`config.mk`:
```
export PLATFORM = sky130hd
export DESIGN_NAME = seg7_frame_decoder_flat
export DESIGN_NICKNAME = d
export VERILOG_FILES = /design/src/rtl/seg7_frame_decoder_if.sv /design/src/rtl/seg7_frame_decoder.sv /design/src/flat_wrapper.sv
export SDC_FILE = /design/constraint.sdc
export NUM_CORES = 1
export LEC_CHECK = 0
export ABC_AREA = 1
export BUFFER_PORTS_ARGS = -buffer_cell sky130_fd_sc_hd__buf_2
export CORE_UTILIZATION = 57
export DETAILED_ROUTE_END_ITERATION = 8
export MAX_ROUTING_LAYER = met4
export PLACE_DENSITY = 0.84
export SYNTH_ARGS = -nofsm -noshare
export SYNTH_HDL_FRONTEND = slang
export SYNTH_SLANG_ARGS = --single-unit
```
`constraint.sdc`:
```
create_clock -name CLOCK_50 -period 2 [get_ports CLOCK_50]
set_input_delay 0.1 -clock CLOCK_50 [delete_from_list [all_inputs] [get_ports CLOCK_50]]
set_output_delay 0.1 -clock CLOCK_50 [all_outputs]
set_load 0.03 [all_outputs]
```
`src/rtl/seg7_frame_decoder_if.sv`:
```
// seg7_frame_decoder_if: digit-stream bus between a 7-segment scanner and the frame decoder
//   iSEG      segment pattern, active-low, bit0=a .. bit6=g
//   iDIG_SEL  one-hot digit index, bit0=HEX0 .. bit3=HEX3
//   iSTROBE   iSEG/iDIG_SEL valid this cycle
//   oVALUE    last completed 16-bit word
//   oVALID    one-cycle pulse when oVALUE updates
//   oFRAME_ERR  qualifies oVALID: some digit of the frame was unrecognised
//   oSEL_ERR  one-cycle pulse after a strobe with non-one-hot iDIG_SEL
//   oTIMEOUT  one-cycle pulse when a partial frame is discarded
//   oBUSY     a frame is partially collected
interface seg7_frame_decoder_if;
   logic [6:0]  iSEG;
   logic [3:0]  iDIG_SEL;
   logic        iSTROBE;
   logic [15:0] oVALUE;
   logic        oVALID;
   logic        oFRAME_ERR;
   logic        oSEL_ERR;
   logic        oTIMEOUT;
   logic        oBUSY;
   modport master (output iSEG, iDIG_SEL, iSTROBE,
                   input oVALUE, oVALID, oFRAME_ERR, oSEL_ERR, oTIMEOUT, oBUSY);
   modport slave  (input iSEG, iDIG_SEL, iSTROBE,
                   output oVALUE, oVALID, oFRAME_ERR, oSEL_ERR, oTIMEOUT, oBUSY);
endinterface

```
`src/rtl/seg7_frame_decoder.sv`:
```
// seg7_frame_decoder: decodes 7-segment digits back to nibbles and assembles HEX3..HEX0 into a 16-bit word
//   CLOCK_50  system clock, rising edge
//   RESETN    asynchronous active-low reset
//   bus       seg7_frame_decoder_if.slave: digit stream in, word/valid/error pulses out
module seg7_frame_decoder #(
   parameter int TIMEOUT = 1024,
   parameter int TW      = 11
) (
   input  logic                 CLOCK_50,
   input  logic                 RESETN,
   seg7_frame_decoder_if.slave  bus
);
   typedef enum logic {IDLE, COLLECT} state_t;
   localparam logic [TW-1:0] LIM = TW'(TIMEOUT == 0 ? 0 : TIMEOUT - 1);
   state_t        r_state, w_state_nx;
   logic [3:0]    r_seen, r_err, w_seen_nx, w_err_nx, w_nib;
   logic [15:0]   r_slots, w_slots_nx, r_value;
   logic [TW-1:0] r_timer;
   logic          r_valid, r_frame_err, r_sel_err, r_timeout;
   logic          w_ok, w_onehot, w_acc, w_done, w_expire;
   always_comb begin
      w_ok  = 1'b1;
      w_nib = 4'h0;
      case (bus.iSEG)
         7'b1000000: w_nib = 4'h0;
         7'b1111001: w_nib = 4'h1;
         7'b0100100: w_nib = 4'h2;
         7'b0110000: w_nib = 4'h3;
         7'b0011001: w_nib = 4'h4;
         7'b0010010: w_nib = 4'h5;
         7'b0000010: w_nib = 4'h6;
         7'b1111000: w_nib = 4'h7;
         7'b0000000: w_nib = 4'h8;
         7'b0011000: w_nib = 4'h9;
         7'b0001000: w_nib = 4'hA;
         7'b0000011: w_nib = 4'hB;
         7'b1000110: w_nib = 4'hC;
         7'b0100001: w_nib = 4'hD;
         7'b0000110: w_nib = 4'hE;
         7'b0001110: w_nib = 4'hF;
         default:    w_ok  = 1'b0;
      endcase
   end
   assign w_onehot  = (bus.iDIG_SEL != 4'd0) && ((bus.iDIG_SEL & (bus.iDIG_SEL - 4'd1)) == 4'd0);
   assign w_acc     = bus.iSTROBE && w_onehot;
   assign w_seen_nx = w_acc ? (r_seen | bus.iDIG_SEL) : r_seen;
   assign w_err_nx  = w_acc ? ((r_err & ~bus.iDIG_SEL) | (bus.iDIG_SEL & {4{~w_ok}})) : r_err;
   assign w_done    = w_acc && (w_seen_nx == 4'hF);
   // The timer holds cycles elapsed since the first strobe; completion on the expiry cycle wins.
   assign w_expire  = (r_state == COLLECT) && (TIMEOUT != 0) && (r_timer >= LIM) && !w_done;
   always_comb begin
      w_slots_nx = r_slots;
      for (int k = 0; k < 4; k++)
         if (w_acc && bus.iDIG_SEL[k]) w_slots_nx[4*k +: 4] = w_nib;
   end
   always_comb begin
      w_state_nx = r_state;
      if (w_done || w_expire) w_state_nx = IDLE;
      else if (w_acc)         w_state_nx = COLLECT;
   end
   always_ff @(posedge CLOCK_50 or negedge RESETN)
      if (!RESETN) r_state <= IDLE;
      else         r_state <= w_state_nx;
   always_ff @(posedge CLOCK_50 or negedge RESETN)
      if (!RESETN) begin
         r_seen      <= '0;
         r_err       <= '0;
         r_slots     <= '0;
         r_timer     <= '0;
         r_value     <= '0;
         r_valid     <= 1'b0;
         r_frame_err <= 1'b0;
         r_sel_err   <= 1'b0;
         r_timeout   <= 1'b0;
      end else begin
         r_valid     <= w_done;
         r_frame_err <= w_done && (w_err_nx != 4'd0);
         r_sel_err   <= bus.iSTROBE && !w_onehot;
         r_timeout   <= w_expire;
         r_slots     <= w_slots_nx;
         if (w_done) r_value <= w_slots_nx;
         r_seen      <= (w_done || w_expire) ? 4'd0 : w_seen_nx;
         r_err       <= (w_done || w_expire) ? 4'd0 : w_err_nx;
         // The strobe cycle itself counts as elapsed cycle 0, so the first register value is 1.
         r_timer     <= (w_done || w_expire) ? '0 :
                        (r_state == IDLE)    ? {{(TW-1){1'b0}}, w_acc} : r_timer + 1'b1;
      end
   assign bus.oVALUE     = r_value;
   assign bus.oVALID     = r_valid;
   assign bus.oFRAME_ERR = r_frame_err;
   assign bus.oSEL_ERR   = r_sel_err;
   assign bus.oTIMEOUT   = r_timeout;
   assign bus.oBUSY      = r_seen != 4'd0;
endmodule
```
`src/flat_wrapper.sv`:
```
// flat-port wrapper written by rule: the top's interface ports become plain ports
module seg7_frame_decoder_flat 
#(
   parameter int TIMEOUT = 1024,
   parameter int TW      = 11
)
  (CLOCK_50, RESETN, bus_iSEG, bus_iDIG_SEL, bus_iSTROBE, bus_oVALUE, bus_oVALID, bus_oFRAME_ERR, bus_oSEL_ERR, bus_oTIMEOUT, bus_oBUSY);
  seg7_frame_decoder_if bus_i ();
  input  logic CLOCK_50;
  input  logic RESETN;
  input wire logic [$bits(bus_i.iSEG)-1:0] bus_iSEG;
  input wire logic [$bits(bus_i.iDIG_SEL)-1:0] bus_iDIG_SEL;
  input wire logic [$bits(bus_i.iSTROBE)-1:0] bus_iSTROBE;
  output wire logic [$bits(bus_i.oVALUE)-1:0] bus_oVALUE;
  output wire logic [$bits(bus_i.oVALID)-1:0] bus_oVALID;
  output wire logic [$bits(bus_i.oFRAME_ERR)-1:0] bus_oFRAME_ERR;
  output wire logic [$bits(bus_i.oSEL_ERR)-1:0] bus_oSEL_ERR;
  output wire logic [$bits(bus_i.oTIMEOUT)-1:0] bus_oTIMEOUT;
  output wire logic [$bits(bus_i.oBUSY)-1:0] bus_oBUSY;
  assign bus_i.iSEG = bus_iSEG;
  assign bus_i.iDIG_SEL = bus_iDIG_SEL;
  assign bus_i.iSTROBE = bus_iSTROBE;
  assign bus_oVALUE = bus_i.oVALUE;
  assign bus_oVALID = bus_i.oVALID;
  assign bus_oFRAME_ERR = bus_i.oFRAME_ERR;
  assign bus_oSEL_ERR = bus_i.oSEL_ERR;
  assign bus_oTIMEOUT = bus_i.oTIMEOUT;
  assign bus_oBUSY = bus_i.oBUSY;
  seg7_frame_decoder #(.TIMEOUT(TIMEOUT), .TW(TW)) u_core (.CLOCK_50(CLOCK_50), .RESETN(RESETN), .bus(bus_i));
endmodule
```
; ---- After elaboration in Yosys (flattened, before gate mapping)
; Cells that the tools add are included.
[word_totals]
reg_bits = 56
wordCells = 71
[op_classes]
n_addsub = 2
n_lt_le_gt_ge = 1
eq_ne = 16
muxes = 14
n_bitwise = 7
reduce_logical = 21
[op_table]
columns = cell, count
row1 = 4-bit case mux with 15 select lines, 1
row2 = 4-bit 2-to-1 mux, 8
row3 = 7-bit equality test (second input constant), 4
row4 = 11-bit 2-to-1 mux, 2
row5 = 7-bit by 5-bit equality test with 1-bit output (second input constant), 3
row6 = 7-bit by 6-bit equality test with 1-bit output (second input constant), 3
row7 = 16-bit OR reduction, 1
row8 = 7-bit by 2-bit equality test with 1-bit output (second input constant), 2
row9 = 7-bit by 4-bit equality test with 1-bit output (second input constant), 2
row10 = 4-bit bitwise AND, 3
row11 = 4-bit nonzero test, 3
row12 = 11-bit by 1-bit adder with 11-bit output (second input constant), 1
row13 = 11-bit by 10-bit >= comparator with 1-bit output (second input constant), 1
row14 = 1-bit logical AND, 11
row15 = 4-bit bitwise OR, 2
row16 = 7-bit by 3-bit equality test with 1-bit output (second input constant), 1
row17 = 7-bit logical NOT, 1
row18 = 4-bit equality test (second input constant), 1
row19 = 4-bit logical NOT, 1
row20 = 4-bit inverter, 1
row21 = 4-bit by 1-bit subtractor with 4-bit output (second input constant), 1
row22 = 1-bit 2-to-1 mux, 3
row23 = 1-bit logical NOT, 2
row24 = 2-bit nonzero test, 1
row25 = other kinds (2), 2

; ---- Longest topological paths before layout
[depth]
word_depth = 12
mapped_depth = 11
depth_no_buf = 11

; ---- Worst setup path after synthesis
; OpenSTA, ideal clock, no wires.
[synth_timing]
path_type = register to register
startpoint = register u_core.r_timer[0]
endpoint = register u_core.r_seen[2]
arrival_ps = 1665
required_time_ps = 1922
slack_ps = 257
stages_incl_launch_ff = 12
path_buffers = 1
period_less_slack_ps = 1743
cell_sequence = dfrtp_1 > ha_1 > nand2_1 > nor2_1 > inv_1 > nor2_1 > nand2_1 > nor2_1 > o21ai_0 > nand2_4 > buf_4 > a21oi_1
[synth_via]
elab_chain_cells = 5
[synth_rtl]
columns = element, line_no
row1 = from (decl), seg7_frame_decoder.sv:18  ; logic [TW-1:0] r_timer;
row2 = from (signal assigned), seg7_frame_decoder.sv:85  ; r_timer <= (w_done || w_expire) ? '0 :
row3 = 11-bit by 10-bit >= comparator with 1-bit output, seg7_frame_decoder.sv:50  ; assign w_expire = (r_state == COLLECT) && (TIMEOUT != 0) && (r_timer >= LIM) && !w_done;
row4 = 1-bit logical AND (2 in series), seg7_frame_decoder.sv:50
row5 = 1-bit logical OR, seg7_frame_decoder.sv:82  ; r_seen <= (w_done || w_expire) ? 4'd0 : w_seen_nx;
row6 = 4-bit 2-to-1 mux, seg7_frame_decoder.sv:82
row7 = to (signal assigned), seg7_frame_decoder.sv:82
row8 = to (decl), seg7_frame_decoder.sv:16  ; logic [3:0] r_seen, r_err, w_seen_nx, w_err_nx, w_nib;
; Every way passes these cells.
; A chain may end at the register's enable or synchronous reset.

; ---- Worst setup path in the final report
[layout_timing]
startpoint = register u_core.r_timer[0]
endpoint = register u_core.r_err[1]
[layout_via]
elab_chain_cells = 5
[layout_rtl]
columns = element, line_no
row1 = 11-bit by 10-bit >= comparator with 1-bit output, seg7_frame_decoder.sv:50
row2 = 1-bit logical AND (2 in series), seg7_frame_decoder.sv:50
row3 = 1-bit logical OR, seg7_frame_decoder.sv:83  ; r_err <= (w_done || w_expire) ? 4'd0 : w_err_nx;
row4 = 4-bit 2-to-1 mux, seg7_frame_decoder.sv:83
row5 = to (signal assigned), seg7_frame_decoder.sv:83
row6 = to (decl), seg7_frame_decoder.sv:16
; Every way passes these cells.

==> metrics.csv <==
stage;metric;value;unit
clock_network;root_buffer;clkbuf_8;
setup_path;path_class;reg -> reg;
clock_network;clk_path_buf_depth;2;
clock_network;h-tree-depth;2;
logic_synthesis;ys_seq_area_share;52.93;%
finish;final_common_cell;nand2_1;
timing;hold_slack;0.04760;ns
floorplanning;fp.dieW;70.15;um
detailed_routing;vias_per_cell;5.233;
detailed_routing;drc;0;
floorplanning;core;4414;um2
timing;slew_headroom;66.70;%
run_status;status;complete, no violations;
finish;mostFrequentLayoutCells;100 x nand2_1, 56 x dfrtp_1, 47 x nor2_1;
logic_synthesis;synthesis.instances;338;
floorplanning;floorplan.initialDensity;59.98;%
detailed_routing;drt_iter0_drc;223;
clock_network;cts_buffers;5;
clock_network;cts.sinks;56;
global_routing;grt_start_max_net_pins;57;
finish;final_nets;396;
global_routing;global_route.peak_usage_layer;met2;
clock_network;post-cts-setup-buffers;0;
setup_path;cpMostUsedCell;nor2_1;
setup_path;crit_slowest_cell;dfrtp_1;
logic_synthesis;synth-seq-cells;56;
timing;tns;0;ns
clock_network;cts_tree;built;
detailed_routing;drt_wl_total;5.521;mm
power_and_ir_drop;power.density;826.7;nW/um2
clock_network;path_clk_slew;0.11;ns
timing;min_period;1.762;ns
floorplanning;design.die.area;4921;um2
setup_path;path_cells;ha_1 > nand2_1 > nor2_1 > inv_1 > nor2_1 > nand2_1 > nor2_1 > o21ai_1 > nand2_4 > a21oi_1;
global_routing;grt_pass1_wl;9.618;mm
setup_path;crit_buf_inv;1;
global_routing;grt_use_met3;4.329;%
finish;fin_area;3043;um2
global_routing;use_met1;33.50;%
logic_synthesis;syn_area_per_cell;7.833;um2
global_routing;grtUsageMet2;41.13;%
timing;rsz0062_at_grt;false;
finish;final_layout_size_suffix_gt1_share;16.75;%
power_and_ir_drop;p_total;0.002516;W
timing;setup_viol;0;
detailed_routing;avgRoutedWirePerCell;12.72;um
logic_synthesis;syn-cell-area;2648;um2
detailed_routing;firstDrtPassIters;4;
setup_path;crit_arrival;2.00;ns
power_and_ir_drop;irDropWorstVdd;0.5278;mV
global_routing;grt_use_total;25.33;%
setup_path;critPathMaxFanout;18;
place;port_buffers;34;
clock_network;clock_latency;0.31;ns
place;hpwl;3.931;mm
timing;slew_violations;0;
finish;nFillCells;351;
timing;fmax;567.4;MHz
finish;antennaDiodeCount;0;
global_routing;grt_pass1_vias;2186;
floorplanning;die_h;70.15;um
timing;tightest_slew;0.4956;ns
logic_synthesis;syn_nets;353;
setup_path;start_kind;flop;
setup_path;cp_slowest_stage_delay;0.41;ns
run;cap_viol_max_count;0;
global_routing;antenna_found_initial;0;
global_routing;overflow;0;
place;post_dp_cell_area;2914;um2
setup_path;required;2.23;ns
logic_synthesis;yosysUniqueCellTypes;27;
timing;final.period_utilization;88.12;%
finish;syn2layout_area_growth;14.93;%
floorplanning;num_io_pins;35;
timing;final_hold_viol_count;0;
logic_synthesis;yosysWarnings;0;
power_and_ir_drop;p_leak;1.719;nW
setup_path;end_kind;flop;
place;routabilityCongestion;0.8573;
floorplanning;row_count;24;
min_path;hp-class;in -> reg;
setup_path;crit_family;simple AND/OR/NAND/NOR gates;
timing;skew;0.007964;ns
detailed_routing;ant_nets;0;
detailed_routing;num_vias;2271;
-- registers in the layout, summed over array words and instances (netlist names) --
name and count:
u_core.r_slots 16, u_core.bus.oVALUE 16, u_core.r_timer 11, u_core.r_err 4
u_core.r_seen 4, u_core.bus.oVALID 1, u_core.r_state 1, u_core.bus.oFRAME_ERR 1
u_core.bus.oSEL_ERR 1, u_core.bus.oTIMEOUT 1
-- worst min-delay path, cell delays in order --
cell	delay, ns
buf_2	0.14
inv_1	0.06
nor2_1	0.03
-- cell type report --
class                   instances  area [um2]  share of cell area [%]
clock buffers                   5       68.82                   2.262
clock inverters                 3       50.05                   1.645
inverters                      40       150.1                   4.934
multi-input cells             237        1070                   35.16
flip-flops and latches         56        1401                   46.05
well taps                      52       65.06                   2.138
repair buffers                 41       237.7                   7.812
-- routing by layer --
layer  wire, um  vias to the layer above
met5          0                        -
li1           -                     1150
met1       2434                     1048
met4         47                        0
met3        297                        5
met2       2741                       68
-- synthesized netlist by cell type --
library cell  number  share of area, %
nand2_1          100                14
o22ai_1            1              0.24
o21ai_0           14               2.6
and2_1             4              0.95
nor2_1            47               6.7
a31oi_1            1              0.24
nor2_2             2              0.47
nand2_4            1              0.43
nor3_1             5              0.95
dfrtp_1           56                53
inv_2              1              0.14
a21oi_1           10               1.9
o21ai_1            4              0.76
nand4_1            7               1.7
o211ai_2           1              0.47
nor2_4             1              0.43
nor4_1             1              0.24
clkbuf_1           1              0.14
inv_1             39               5.5
or2_2              9               2.1
conb_1             1              0.14
buf_4              1              0.28
buf_2              3              0.57
o21a_1             1              0.28
ha_1               1              0.47
nand3_1           25               4.7
nand4_2            1              0.47
-- through the flow --
| stage | std cells | utilization [%] | setup slack [ns] |
|---|---|---|---|
| after CTS | 434 | 68.93 | 0.08583 |
| after floorplan | 338 | - | 0.2566 |
| after global placement | 425 | 66.01 | 0.2072 |
| final | 434 | 68.93 | 0.2376 |
| after global routing | 434 | 68.93 | 0.05335 |
| after detailed placement | 425 | 66.01 | 0.1207 |
-- report_power, final --
part	internal (W)	total [W]	switching, W
registers	0.00124	0.00131	0.0000704
logic	0.000157	0.000431	0.000274
clock network	0.000387	0.000771	0.000384
total	0.00179	0.00252	0.000729
-- what timing repair did --
item / 4_1_cts / 5_1_grt
hold endpoints to repair: 56 / 0
gates resized for setup: 0 / 1
setup endpoints to repair: 0 / 18
hold buffers: 1 / 0
-- cells by family after synthesis --
group	count (synthesis)	share of synthesized area, %
adders and majority gates	1	0.4725
AOI/OAI and AO/OA	32	6.522
DFF	56	52.93
other	1	0.1416
and+or+nand+nor	203	33.27
buffers and inverters	45	6.663
-- worst paths after layout --
check / slack (ns) / cells after the start / from / end
setup / recovery: 0.24 / 10 / u_core.r_timer[0]$_DFF_PN0_ / u_core.r_err[1]$_DFF_PN0_
hold / removal: 0.05 / 3 / bus_iSTROBE / u_core.bus.oSEL_ERR$_DFF_PN0_
setup reg to reg: 0.24 / 10 / u_core.r_timer[0]$_DFF_PN0_ / u_core.r_err[1]$_DFF_PN0_
hold reg to reg: 0.48 / 2 / u_core.bus.oVALUE[15]$_DFFE_PN0P_ / u_core.bus.oVALUE[15]$_DFFE_PN0P_
max in group asynchronous: 1.44 / 3 / RESETN / u_core.r_seen[1]$_DFF_PN0_
min in group asynchronous: 0.30 / 3 / RESETN / u_core.bus.oVALUE[12]$_DFFE_PN0P_
No activity file was read; power rests on OpenSTA's default activity.
